<file path="src/rtl/phase_shift_gen.sv">
// Two equal-frequency square waves; shift_out trails ref_out by a run-time
// adjustable number of clk cycles, stepped by two debounced pushbuttons.
// The offset is only applied at the period wrap so neither output can glitch.
module phase_shift_gen #(
  parameter int HALF_PERIOD     = 60,
  parameter int STEP            = 1,
  parameter int DEBOUNCE_CYCLES = 120000,
  parameter int CNT_W           = 7
) (
  input  logic             clk,
  input  logic             rst,
  input  logic             inc_btn_n,
  input  logic             dec_btn_n,
  output logic             ref_out,
  output logic             shift_out,
  output logic [CNT_W-1:0] phase
);

  localparam int NUM_BTN = 2;   // bit 0 = inc, bit 1 = dec
  localparam int P       = 2 * HALF_PERIOD;
  localparam int LOCK_W  = $clog2(DEBOUNCE_CYCLES + 1);

  // One extra bit so cnt + P never overflows before the wrap correction.
  localparam logic [CNT_W:0]       P_X       = (CNT_W+1)'(P);
  localparam logic [CNT_W:0]       STEP_X    = (CNT_W+1)'(STEP);
  localparam logic [CNT_W:0]       HALF_X    = (CNT_W+1)'(HALF_PERIOD);
  localparam logic [CNT_W-1:0]     LAST      = CNT_W'(P - 1);
  localparam logic [LOCK_W-1:0]    LOCK_LOAD = LOCK_W'(DEBOUNCE_CYCLES);

  logic [CNT_W-1:0] cnt;
  logic [CNT_W-1:0] phase_next;

  logic [NUM_BTN-1:0] btn_raw;
  logic [NUM_BTN-1:0] sync1, sync2, hist;
  logic [NUM_BTN-1:0] accept;
  logic [NUM_BTN-1:0][LOCK_W-1:0] lock;

  logic [CNT_W:0] cnt_x, ph_x, pn_x;
  logic [CNT_W:0] pos;
  logic [CNT_W:0] pn_inc, pn_dec;

  assign btn_raw = {dec_btn_n, inc_btn_n};
  assign cnt_x   = {1'b0, cnt};
  assign ph_x    = {1'b0, phase};
  assign pn_x    = {1'b0, phase_next};

  // Falling edge on the synchronized pin, gated by that button's lockout.
  always_comb begin
    accept = '0;
    for (int i = 0; i < NUM_BTN; i++)
      accept[i] = hist[i] & ~sync2[i] & (lock[i] == '0);
  end

  // Position within the shifted period: (cnt - phase) mod P, unsigned.
  always_comb begin
    pos = '0;
    if (cnt_x >= ph_x) pos = cnt_x - ph_x;
    else               pos = cnt_x + P_X - ph_x;
  end

  // Next pending offset for a single step up or down, wrapped explicitly.
  always_comb begin
    pn_inc = '0;
    pn_dec = '0;
    if (pn_x >= P_X - STEP_X) pn_inc = pn_x - (P_X - STEP_X);
    else                      pn_inc = pn_x + STEP_X;
    if (pn_x >= STEP_X)       pn_dec = pn_x - STEP_X;
    else                      pn_dec = pn_x + (P_X - STEP_X);
  end

  // Button synchronizers, edge history and per-button lockout counters.
  always_ff @(posedge clk) begin
    if (rst) begin
      sync1 <= '1;
      sync2 <= '1;
      hist  <= '1;
      lock  <= '0;
    end else begin
      sync1 <= btn_raw;
      sync2 <= sync1;
      hist  <= sync2;
      for (int i = 0; i < NUM_BTN; i++) begin
        if (accept[i])          lock[i] <= LOCK_LOAD;
        else if (lock[i] != '0) lock[i] <= lock[i] - 1'b1;
      end
    end
  end

  // Period counter, both waves, pending offset and wrap-aligned apply.
  always_ff @(posedge clk) begin
    if (rst) begin
      cnt        <= '0;
      phase      <= '0;
      phase_next <= '0;
      ref_out    <= 1'b0;
      shift_out  <= 1'b0;
    end else begin
      cnt       <= (cnt == LAST) ? '0 : cnt + 1'b1;
      ref_out   <= (cnt_x < HALF_X);
      shift_out <= (pos < HALF_X);
      // Simultaneous inc and dec cancel; both lockouts still load above.
      if (accept[0] && !accept[1])      phase_next <= pn_inc[CNT_W-1:0];
      else if (accept[1] && !accept[0]) phase_next <= pn_dec[CNT_W-1:0];
      if (cnt == LAST) phase <= phase_next;
    end
  end

endmodule

</file>
<file path="config.mk">
export PLATFORM = sky130hd
export DESIGN_NAME = phase_shift_gen
export DESIGN_NICKNAME = d
export VERILOG_FILES = /design/src/rtl/phase_shift_gen.sv
export SDC_FILE = /design/constraint.sdc
export NUM_CORES = 1
export LEC_CHECK = 0
export CELL_PAD_IN_SITES_DETAIL_PLACEMENT = 1
export CELL_PAD_IN_SITES_GLOBAL_PLACEMENT = 1
export CORE_UTILIZATION = 47
export CTS_BUF_LIST = sky130_fd_sc_hd__clkbuf_16
export DETAILED_ROUTE_END_ITERATION = 7
export GPL_TIMING_DRIVEN = 0
export HOLD_SLACK_MARGIN = 0.1
export PLACE_DENSITY = 0.83
export SETUP_SLACK_MARGIN = 0.3
export SYNTH_ARGS = -nofsm -noshare
export SYNTH_HDL_FRONTEND = slang
export SYNTH_SLANG_ARGS = --single-unit
export TNS_END_PERCENT = 100
</file>
<file path="constraint.sdc">
create_clock -name clk -period 4.1 [get_ports clk]
set_clock_uncertainty 0.1 [all_clocks]
set_input_delay 1.23 -clock clk [delete_from_list [all_inputs] [get_ports clk]]
set_output_delay 1.23 -clock clk [all_outputs]
set_load 0.03 [all_outputs]
</file>
==> flow_metrics.env <==
export IMPL_drt_iter0_drc=89
export IMPL_vias=2965
export IMPL_drc=0
export IMPL_final_setup_viol_count=0
export IMPL_nFillCells=849
export IMPL_yosysWarnings=0
export IMPL_diodes=0
export IMPL_yosysTopAreaCellShare=0.363
export IMPL_cp_required_ns=4.20
export IMPL_cellPowerDensity_mw_per_mm2=678
export IMPL_root_buffer="clkbuf_16"
export IMPL_synth_area_leaders="dfxtp_1 (36%), ha_1 (9.0%), nor2_1 (5.0%)"
export IMPL_relSlewSlack=0.456
export IMPL_fin_nets=452
export IMPL_grt_pass1_wl_microns=14200
export IMPL_slowest_stage="or4_4"
export IMPL_hpwl_microns=5900
export IMPL_leakagePower_nw=1.55
export IMPL_crit_path_start_kind="flip-flop"
export IMPL_rsz0062_at_grt="false"
export IMPL_synthCells=399
export IMPL_syn_cell_area_sq_mm=0.00347
export IMPL_cts_buffers=9
export IMPL_ys_flop_type="dfxtp_1"
export IMPL_die_area_sq_mm=0.00774
export IMPL_cp_end_kind="flip-flop"
export IMPL_path_clk_slew_ns=0.05
export IMPL_clockBufferDepth=2
export IMPL_grt_ovfl_total=0
export IMPL_finalHoldViolCount=0
export IMPL_yosysSeqAreaShare=0.363
export IMPL_initial_core_util=0.498
export IMPL_dr_pass1_iters=4
export IMPL_synthTopCellsByCount="dfxtp_1 (63), nor2_1 (46), inv_1 (28)"
export IMPL_dp_cells=506
export IMPL_cts_tree="done"
export IMPL_worst_slew_pin_slew_ns=0.808
export IMPL_antenna_found_initial=0
export IMPL_syn_nets=430
export IMPL_fp_row_count=30
export IMPL_cp_slowest_stage_delay_ns=0.55
export IMPL_synth_cell_type_count=55
export IMPL_wl_microns=8330
export IMPL_grt_total_usage=0.241
export IMPL_htreeDepth=3
export IMPL_worstSkewPairLatency_ns=0.33
export IMPL_max_clock_freq_mhz=283
export IMPL_vias_per_cell=5.68
export IMPL_slew_violations=0
export IMPL_gp_congestion=0.809
export IMPL_ios=13
export IMPL_stdcell_count=522
export IMPL_wl_per_cell_microns=15.9
export IMPL_path_max_fanout=10
export IMPL_crit_arrival_ns=3.63
export IMPL_layout_drive_gt1_share=0.0939
export IMPL_hold_class="reg -> reg"
export IMPL_grt_start_max_net_pins=11
export IMPL_crit_type="reg -> reg"
export IMPL_ir_drop_uv=276
export IMPL_setup_tns_ns=0
export IMPL_cap_viol_max_count=0
export IMPL_port_buffers=11
export IMPL_outcome="complete, no violations"
export IMPL_syn_to_final_growth_pct=14.3
export IMPL_avgSynthCellArea_sq_um=8.71
export IMPL_yosysTopAreaCell="dfxtp_1"
export IMPL_crit_chain="or4_4, or3_4, nor4_4, and3b_4, inv_2, ha_1, clkbuf_1, a31oi_1, o21ai_0, xor2_1, nor2_1"
export IMPL_numClockSinks=63
export IMPL_die_y_microns=88.0
export IMPL_ant_nets=0
export IMPL_min_period_over_period=0.862
export IMPL_timing_final_crit_period_ns=3.53
export IMPL_synth_seq_cells=63
export IMPL_core_area_sq_mm=0.00698
export IMPL_synth_edff_count=0
export IMPL_die_x_microns=88.0
export IMPL_async_reset_ff_frac=0
export IMPL_yosysMostFrequentCell="dfxtp_1"
export IMPL_grt_pass1_vias=2996
kinds of logic (layout without fill, tap and decap cells):
logic type,count (synthesis),in the layout,synth area share
and+or+nand+nor,153,153,0.245
AOI/OAI and AO/OA,74,74,0.138
adders and majority gates,28,28,0.104
buffers and inverters,42,69,0.0483
xor gates and xnor gates,30,30,0.0756
muxes,9,9,0.0259
DFF,63,63,0.363
per-stage QoR:
| step | hold slack [ns] | total power [mW] | util | area, sq um | setup slack, ns |
|---|---|---|---|---|---|
| 2_1_floorplan | 0.289 | 1.78 | - | 3470 | 0.979 |
| 3_5_place_dp | 0.301 | 2.01 | 0.531 | 3700 | 0.495 |
| 6_report | 0.308 | 2.69 | 0.569 | 3970 | 0.567 |
| 5_1_grt | 0.329 | 2.89 | 0.569 | 3970 | 0.322 |
| 3_3_place_gp | 0.290 | 1.95 | 0.531 | 3700 | 0.561 |
| 4_1_cts | 0.312 | 2.70 | 0.568 | 3960 | 0.364 |
final timing paths:
path | start | end | slack, ns | cells past startpoint
worst max register to register | lock[19]$_SDFFE_PP0N_ | phase_next[4]$_SDFFE_PP0P_ | 0.57 | 11
worst min-delay path | sync1[1]$_SDFF_PP1_ | sync2[1]$_SDFF_PP1_ | 0.31 | 1
worst max-delay path | lock[19]$_SDFFE_PP0N_ | phase_next[4]$_SDFFE_PP0P_ | 0.57 | 11
worst min register to register | sync1[1]$_SDFF_PP1_ | sync2[1]$_SDFF_PP1_ | 0.31 | 1
where the power goes:
part / internal [mW] / leakage, nW / switching, mW
clock network: 0.398 / 0.139 / 0.266
logic: 0.500 / 0.892 / 0.606
registers: 0.763 / 0.515 / 0.159
cells in the final DEF, fill, tap and decap left out, drive strengths merged, types with 11 or more instances in the layout:
cell,count
dfxtp,63
nor2,46
inv,32
nor3,25
ha,25
a21oi,24
xnor2,19
clkbuf,18
or2,13
a211oi,12
xor2,11
clkdlybuf4s50,11
routing by layer:
| metal | wire length, microns | track usage | part of all wire | vias up |
|---|---|---|---|---|
| li1 | - | - | - | 1477 |
| met1 | 3750 | 0.285 | 0.45 | 1454 |
| met2 | 4260 | 0.425 | 0.51 | 22 |
| met3 | 193 | 0.0669 | 0.023 | 12 |
| met4 | 121 | 0.0686 | 0.015 | 0 |
| met5 | 0 | 0 | 0 | - |
state kept, by name (all words and copies together), names as in the netlist:
name,count
lock,34
cnt,7
phase,7
phase_next,7
hist,2
sync1,2
sync2,2
ref_out,1
shift_out,1
layout make-up:
| type | instances | area [sq um] | area share |
|---|---|---|---|
| Buffer | 13 | 58.8 | 0.0148 |
| Timing Repair Buffer | 11 | 110 | 0.0277 |
| Inverter | 29 | 109 | 0.0274 |
| Clock inverter | 7 | 33.8 | 0.00851 |
| Clock buffer | 9 | 225 | 0.0567 |
| Multi-Input combinational cell | 294 | 2050 | 0.517 |
| Tap cell | 96 | 120 | 0.0303 |
| Sequential cell | 63 | 1260 | 0.318 |
repair_timing:
action,4_1_cts,5_1_grt
hold buffers,0,0
endpoints found under the setup margin,0,5
buffers inserted,0,0
gates resized for setup,0,1
critical path, delay by kind of cell, from the launching register on:
family / cells / cell delay, ns
DFF: 1 / 0.34
buffers and inverters: 2 / 0.45
adders and majority gates: 1 / 0.30
AOI/OAI and AO/OA: 2 / 0.20
xor gates and xnor gates: 1 / 0.16
and+or+nand+nor: 5 / 1.84
Note: power is estimated with default switching activity, not from simulation.
